$ cat src/rtl/color_box_vga_renderer.sv
// Four-box colour renderer: VGA raster timing, per-frame shadow of fullColor, registered RGB/sync.
// Optional build macro BOX_BORDER_EN draws a 2 px white border just inside every box.
`timescale 1ns/1ps
module color_box_vga_renderer #(
  parameter int unsigned CLK_DIV  = 4,
  parameter int unsigned BOX_X0   = 44,
  parameter int unsigned BOX_W    = 120,
  parameter int unsigned BOX_GAP  = 24,
  parameter int unsigned BOX_Y    = 180,
  parameter int unsigned BOX_H    = 120,
  parameter logic [11:0] BG_COLOR = 12'h000,
  parameter int unsigned H_ACTIVE = 640,
  parameter int unsigned H_FRONT  = 16,
  parameter int unsigned H_SYNC   = 96,
  parameter int unsigned H_BACK   = 48,
  parameter int unsigned V_ACTIVE = 480,
  parameter int unsigned V_FRONT  = 10,
  parameter int unsigned V_SYNC   = 2,
  parameter int unsigned V_BACK   = 33
) (
  input  logic        clk,
  input  logic        reset,
  input  logic [47:0] fullColor,
  output logic [11:0] rgb,
  output logic        hsync,
  output logic        vsync,
  output logic        frame_start
);

  localparam int unsigned H_TOTAL = H_ACTIVE + H_FRONT + H_SYNC + H_BACK;
  localparam int unsigned V_TOTAL = V_ACTIVE + V_FRONT + V_SYNC + V_BACK;
  localparam int unsigned DIV_W   = (CLK_DIV > 1) ? $clog2(CLK_DIV) : 1;

  localparam logic [DIV_W-1:0] DIV_LAST = DIV_W'(CLK_DIV - 1);
  localparam logic [9:0] H_LAST  = 10'(H_TOTAL - 1);
  localparam logic [9:0] V_LAST  = 10'(V_TOTAL - 1);
  localparam logic [9:0] H_ACT   = 10'(H_ACTIVE);
  localparam logic [9:0] V_ACT   = 10'(V_ACTIVE);
  localparam logic [9:0] HS_BEG  = 10'(H_ACTIVE + H_FRONT);
  localparam logic [9:0] HS_END  = 10'(H_ACTIVE + H_FRONT + H_SYNC);
  localparam logic [9:0] VS_BEG  = 10'(V_ACTIVE + V_FRONT);
  localparam logic [9:0] VS_END  = 10'(V_ACTIVE + V_FRONT + V_SYNC);
  localparam logic [9:0] BOX_TOP = 10'(BOX_Y);
  localparam logic [9:0] BOX_BOT = 10'(BOX_Y + BOX_H);

  logic [DIV_W-1:0] div_q, div_d;
  logic [9:0]       h_q, h_d;
  logic [9:0]       v_q, v_d;
  logic [47:0]      shadow_q, shadow_d;
  logic [11:0]      rgb_q, rgb_d;
  logic             hsync_q, hsync_d;
  logic             vsync_q, vsync_d;
  logic             fs_q, fs_d;

  logic             pix_tick;
  logic             h_wrap;
  logic             v_wrap;
  logic             active;
  logic             y_in;
  logic [3:0]       box_hit;

  // Raster counters and the frame shadow; all state moves only on the pixel tick
  always_comb begin
    pix_tick = (div_q == DIV_LAST);
    h_wrap   = (h_q == H_LAST);
    v_wrap   = (v_q == V_LAST);
    div_d    = pix_tick ? '0 : div_q + DIV_W'(1);
    h_d      = h_q;
    v_d      = v_q;
    shadow_d = shadow_q;
    fs_d     = 1'b0;
    if (pix_tick) begin
      h_d = h_wrap ? '0 : h_q + 10'd1;
      if (h_wrap) begin
        v_d = v_wrap ? '0 : v_q + 10'd1;
      end
      if (h_wrap && v_wrap) begin
        shadow_d = fullColor;
        fs_d     = 1'b1;
      end
    end
  end

  assign active = (h_q < H_ACT) && (v_q < V_ACT);
  assign y_in   = (v_q >= BOX_TOP) && (v_q < BOX_BOT);

`ifdef BOX_BORDER_EN
  localparam logic [9:0] BRD_TOP = BOX_TOP + 10'd2;
  localparam logic [9:0] BRD_BOT = BOX_BOT - 10'd2;
  logic [3:0] box_edge;
  logic       y_edge;
  assign y_edge = (v_q < BRD_TOP) || (v_q >= BRD_BOT);
`endif

  for (genvar g = 0; g < 4; g++) begin : g_box
    localparam logic [9:0] LEFT  = 10'(BOX_X0 + g * (BOX_W + BOX_GAP));
    localparam logic [9:0] RIGHT = 10'(BOX_X0 + g * (BOX_W + BOX_GAP) + BOX_W);
    assign box_hit[g] = y_in && (h_q >= LEFT) && (h_q < RIGHT);
`ifdef BOX_BORDER_EN
    assign box_edge[g] = y_edge || (h_q < LEFT + 10'd2) || (h_q >= RIGHT - 10'd2);
`endif
  end

  // Boxes are disjoint, so the loop order never decides between two hits
  always_comb begin
    rgb_d = 12'h000;
    if (active) begin
      rgb_d = BG_COLOR;
      for (int unsigned i = 0; i < 4; i++) begin
        if (box_hit[i]) begin
`ifdef BOX_BORDER_EN
          rgb_d = box_edge[i] ? 12'hFFF : shadow_q[12*i +: 12];
`else
          rgb_d = shadow_q[12*i +: 12];
`endif
        end
      end
    end
    hsync_d = !((h_q >= HS_BEG) && (h_q < HS_END));
    vsync_d = !((v_q >= VS_BEG) && (v_q < VS_END));
  end

  always_ff @(posedge clk) begin
    if (reset) begin
      div_q    <= '0;
      h_q      <= '0;
      v_q      <= '0;
      shadow_q <= '0;
      rgb_q    <= '0;
      hsync_q  <= 1'b1;
      vsync_q  <= 1'b1;
      fs_q     <= 1'b0;
    end else begin
      div_q    <= div_d;
      h_q      <= h_d;
      v_q      <= v_d;
      shadow_q <= shadow_d;
      rgb_q    <= rgb_d;
      hsync_q  <= hsync_d;
      vsync_q  <= vsync_d;
      fs_q     <= fs_d;
    end
  end

  assign rgb         = rgb_q;
  assign hsync       = hsync_q;
  assign vsync       = vsync_q;
  assign frame_start = fs_q;

endmodule

$ cat config.mk
export PLATFORM = sky130hd
export DESIGN_NAME = color_box_vga_renderer
export DESIGN_NICKNAME = d
export VERILOG_FILES = /design/src/rtl/color_box_vga_renderer.sv
export SDC_FILE = /design/constraint.sdc
export NUM_CORES = 1
export LEC_CHECK = 0
export BUFFER_PORTS_ARGS = -buffer_cell sky130_fd_sc_hd__buf_2
export CORE_AREA = 2 2 88 90
export CTS_BUF_LIST = sky130_fd_sc_hd__clkbuf_8
export CTS_CLUSTER_SIZE = 25
export DETAILED_ROUTE_END_ITERATION = 10
export DIE_AREA = 0 0 90 92
export PLACE_DENSITY = 0.7
export REMOVE_ABC_BUFFERS = 1
export SLEW_MARGIN = 20
export SYNTH_ARGS = -nofsm -noshare
export SYNTH_HDL_FRONTEND = slang
export SYNTH_SLANG_ARGS = --single-unit
export TNS_END_PERCENT = 5
$ cat constraint.sdc
create_clock -name clk -period 1.7 [get_ports clk]
set_clock_uncertainty 0.05 [all_clocks]
set_input_delay 0.085 -clock clk [delete_from_list [all_inputs] [get_ports clk]]
set_output_delay 0.085 -clock clk [all_outputs]
set_load 0.01 [all_outputs]
==> results.sh <==
export IMPL_grt_pass1_vias=3593
export IMPL_antenna_found_initial=0
export IMPL_detail_route_antenna_nets=0
export IMPL_pwr_share_seq=0.559
export IMPL_holdPathStages=3
export IMPL_clk_latency_ps=370
export IMPL_clk_pin_slew_ps=90
export IMPL_start_util=0.475
export IMPL_cp_max_fo=6
export IMPL_rows=32
export IMPL_hold_viol_final=0
export IMPL_p_sw_frac=0.251
export IMPL_grt_start_max_net_pins=26
export IMPL_timing_final_ws_setup_ps=-137
export IMPL_period_needed_ps=1840
export IMPL_fmax_mhz=544
export IMPL_p_clk_frac=0.375
export IMPL_multi_input_comb_area_mm2=0.00197
export IMPL_antennaDiodeCount=0
export IMPL_fin_crit_sh=1.08
export IMPL_cts_buffer_depth=2
export IMPL_core_area_mm2=0.00745
export IMPL_dr_pass1_iters=4
export IMPL_rr_startpoint="h_q[6]"
export IMPL_power_density_mw_per_mm2=656
export IMPL_cts_made_buffers=9
export IMPL_grt_pass1_wl_um=17900
export IMPL_synth_top_flop_cell="dfxtp_1"
export IMPL_ys_async_sr_fraction=0
export IMPL_pin_count=65
export IMPL_synth_area_mm2=0.00354
export IMPL_drv_cap=0
export IMPL_worstRegToRegCells=7
export IMPL_p_leak_nw=2.17
export IMPL_outcome="finished with violations"
export IMPL_htree_levels=3
export IMPL_drive_gt1_frac=0.410
export IMPL_peakVddDrop_uv=579
export IMPL_endpoint_kind="flip-flop"
export IMPL_pwr_share_comb=0.066
export IMPL_synthCells=346
export IMPL_synth_area_per_cell_um2=10.2
export IMPL_fp_dieArea_mm2=0.00828
export IMPL_hold_class="primary input to flip-flop"
export IMPL_drtIter0Drc=236
export IMPL_num_vias=3601
export IMPL_chipWidth_um=90
export IMPL_cts_tree="built"
export IMPL_min_from="reset"
export IMPL_slew_viol_final=0
export IMPL_die_h_um=92
export IMPL_totalWireLength_um=11800
export IMPL_startpoint_type="flip-flop"
export IMPL_synth_seq_cells=85
export IMPL_areaGrowthSynthToFinish_pct=54.0
export IMPL_worstPathArrival_ps=2040
export IMPL_ys_warnings_count=0
export IMPL_setup_tns_ps=-4610
export IMPL_hpwl_um=5690
export IMPL_synth_distinct_cells=51
export IMPL_cts_sinks=85
export IMPL_avgRoutedWirePerCell_um=19.2
export IMPL_switchingPower_uw=897
export IMPL_yosysSeqAreaShare=0.481
export IMPL_min_to="h_q[1]"
export IMPL_internal_power_mw=2.67
export IMPL_fillers=497
export IMPL_setup_viol=62
export IMPL_root_buffer="clkbuf_8"
export IMPL_layout_nets=565
export IMPL_cp_required_ps=1900
export IMPL_synth_edf_count=0
export IMPL_route_detailed_drc=0
export IMPL_violations="setup timing"
export IMPL_register_area_mm2=0.00173
export IMPL_r2r_end="shadow_q[23]"
export IMPL_ff2ff_setup_slack_ps=-140
export IMPL_viasPerCell=5.84
export IMPL_io_buffers=64
export IMPL_holdWs_ps=305
export IMPL_grt_usage=0.275
export IMPL_overflow=0
export IMPL_maxSlewHeadroom=0.481
export IMPL_critical_path_class="flip-flop to flip-flop"
export IMPL_worst_pin_slew_ps=771
export IMPL_rsz0062_at_grt="yes"
export IMPL_gp_congestion=0.906
## synth_stat cells (5+ instances only)
master    instances  area share
a22oi_1           9       0.019
nand4_1           7       0.012
nor2_1           23       0.024
nand3_1           5      0.0071
a311oi_1          9       0.022
dfxtp_1          85        0.48
ha_1              5       0.018
xor2_1            9       0.022
a21oi_1           5      0.0071
xnor2_1           8       0.020
buf_2            15       0.021
nand2_1          19       0.020
nor3_1           24       0.034
a22o_1           52        0.13
inv_1             8      0.0085
buf_4             7       0.015
## flip-flops by register name, summed over array words and instances (netlist names)
name         count
rgb             12
div_q            2
shadow_q        48
frame_start      1
v_q             10
vsync            1
h_q             10
hsync            1
## metal layers
layer  vias up  GRT usage  share of wire
li1       1639          -              -
met5         -          0              0
met1      1741      0.326           0.39
met2       196      0.492           0.52
met3        25     0.0485          0.067
met4         0      0.109          0.022
## logic make-up after synthesis
kind of cell	count (synthesis)	share of synthesized area
AND/OR/NAND/NOR	104	0.170
AO/OA/AOI/OAI	95	0.224
multiplexers	2	0.00566
buffers and inverters	38	0.0594
flip-flops	85	0.481
XOR/XNOR	17	0.0421
adder cells (fa/ha/maj)	5	0.0177
## metrics by stage
step / power [mW] / instances / area, um2 / util / worst slack [ps]
detailed placement: 2.17 / 529 / 4200 / 0.564 / -308
global route: 3.66 / 617 / 5450 / 0.731 / -215
finish: 3.57 / 617 / 5450 / 0.731 / -137
global placement: 2.16 / 529 / 4200 / 0.564 / -249
floorplan: 2.08 / 316 / 3360 / - / -1160
CTS: 3.55 / 612 / 5210 / 0.700 / -71.5
## worst max path at each step
stage | from | cells after the start | slack [ps] | to
after floorplan | h_q[4] | 5 | -1160 | shadow_q[0]
after global routing | v_q[4] | 7 | -210 | shadow_q[21]
after CTS | h_q[6] | 7 | -70 | shadow_q[9]
final | h_q[6] | 7 | -140 | shadow_q[23]
after global placement | v_q[4] | 5 | -250 | shadow_q[27]
after detailed placement | v_q[4] | 5 | -310 | shadow_q[21]
## cell type report
class | instances | area share
inverters | 8 | 0.00551
well taps | 102 | 0.0234
clock buffers | 9 | 0.0227
repair buffers | 175 | 0.258
flip-flops and latches | 85 | 0.318
clock inverters | 7 | 0.0101
multi-input cells | 231 | 0.362
## placed cells by master, fill, tap and decap left out, types with 7 or more instances in the layout
cell,netlist,layout
dfxtp_2,0,8
clkbuf_8,0,9
nor2_1,23,21
a22o_1,52,52
nor3_2,1,7
xnor2_1,8,8
xor2_1,9,9
nand2_1,19,17
dlygate4sd3_1,0,48
buf_4,7,45
buf_6,3,13
nand4_1,7,7
a311oi_2,0,7
inv_1,8,8
buf_2,15,64
a22oi_1,9,9
nor3_1,24,17
dfxtp_1,85,71
## power groups by stage
stage / clock (mW) / combinational, mW / sequential [mW]
after floorplan: 0 / 0.0329 / 2.05
after global placement: 0 / 0.118 / 2.05
after detailed placement: 0 / 0.120 / 2.05
after CTS: 1.33 / 0.223 / 1.99
after global routing: 1.41 / 0.254 / 2.00
final: 1.34 / 0.237 / 2.00
## repair_timing
item / in CTS / in global routing
endpoints found under the hold margin: 48 / 0
hold buffers: 48 / 0
buffers inserted: 10 / 3
cloned: 9 / 2
endpoints found under the setup margin: 68 / 79
resized for setup: 50 / 35
pin swaps: 67 / 20
## critical path, cell delays in order (launching register included)
cell,delay (ps)
dfxtp_4,370
nor4b_2,270
nand3_1,160
buf_6,150
nor3_4,170
buf_6,190
nor2_4,80
a22o_1,270
Power figures use the tool's default switching activity.
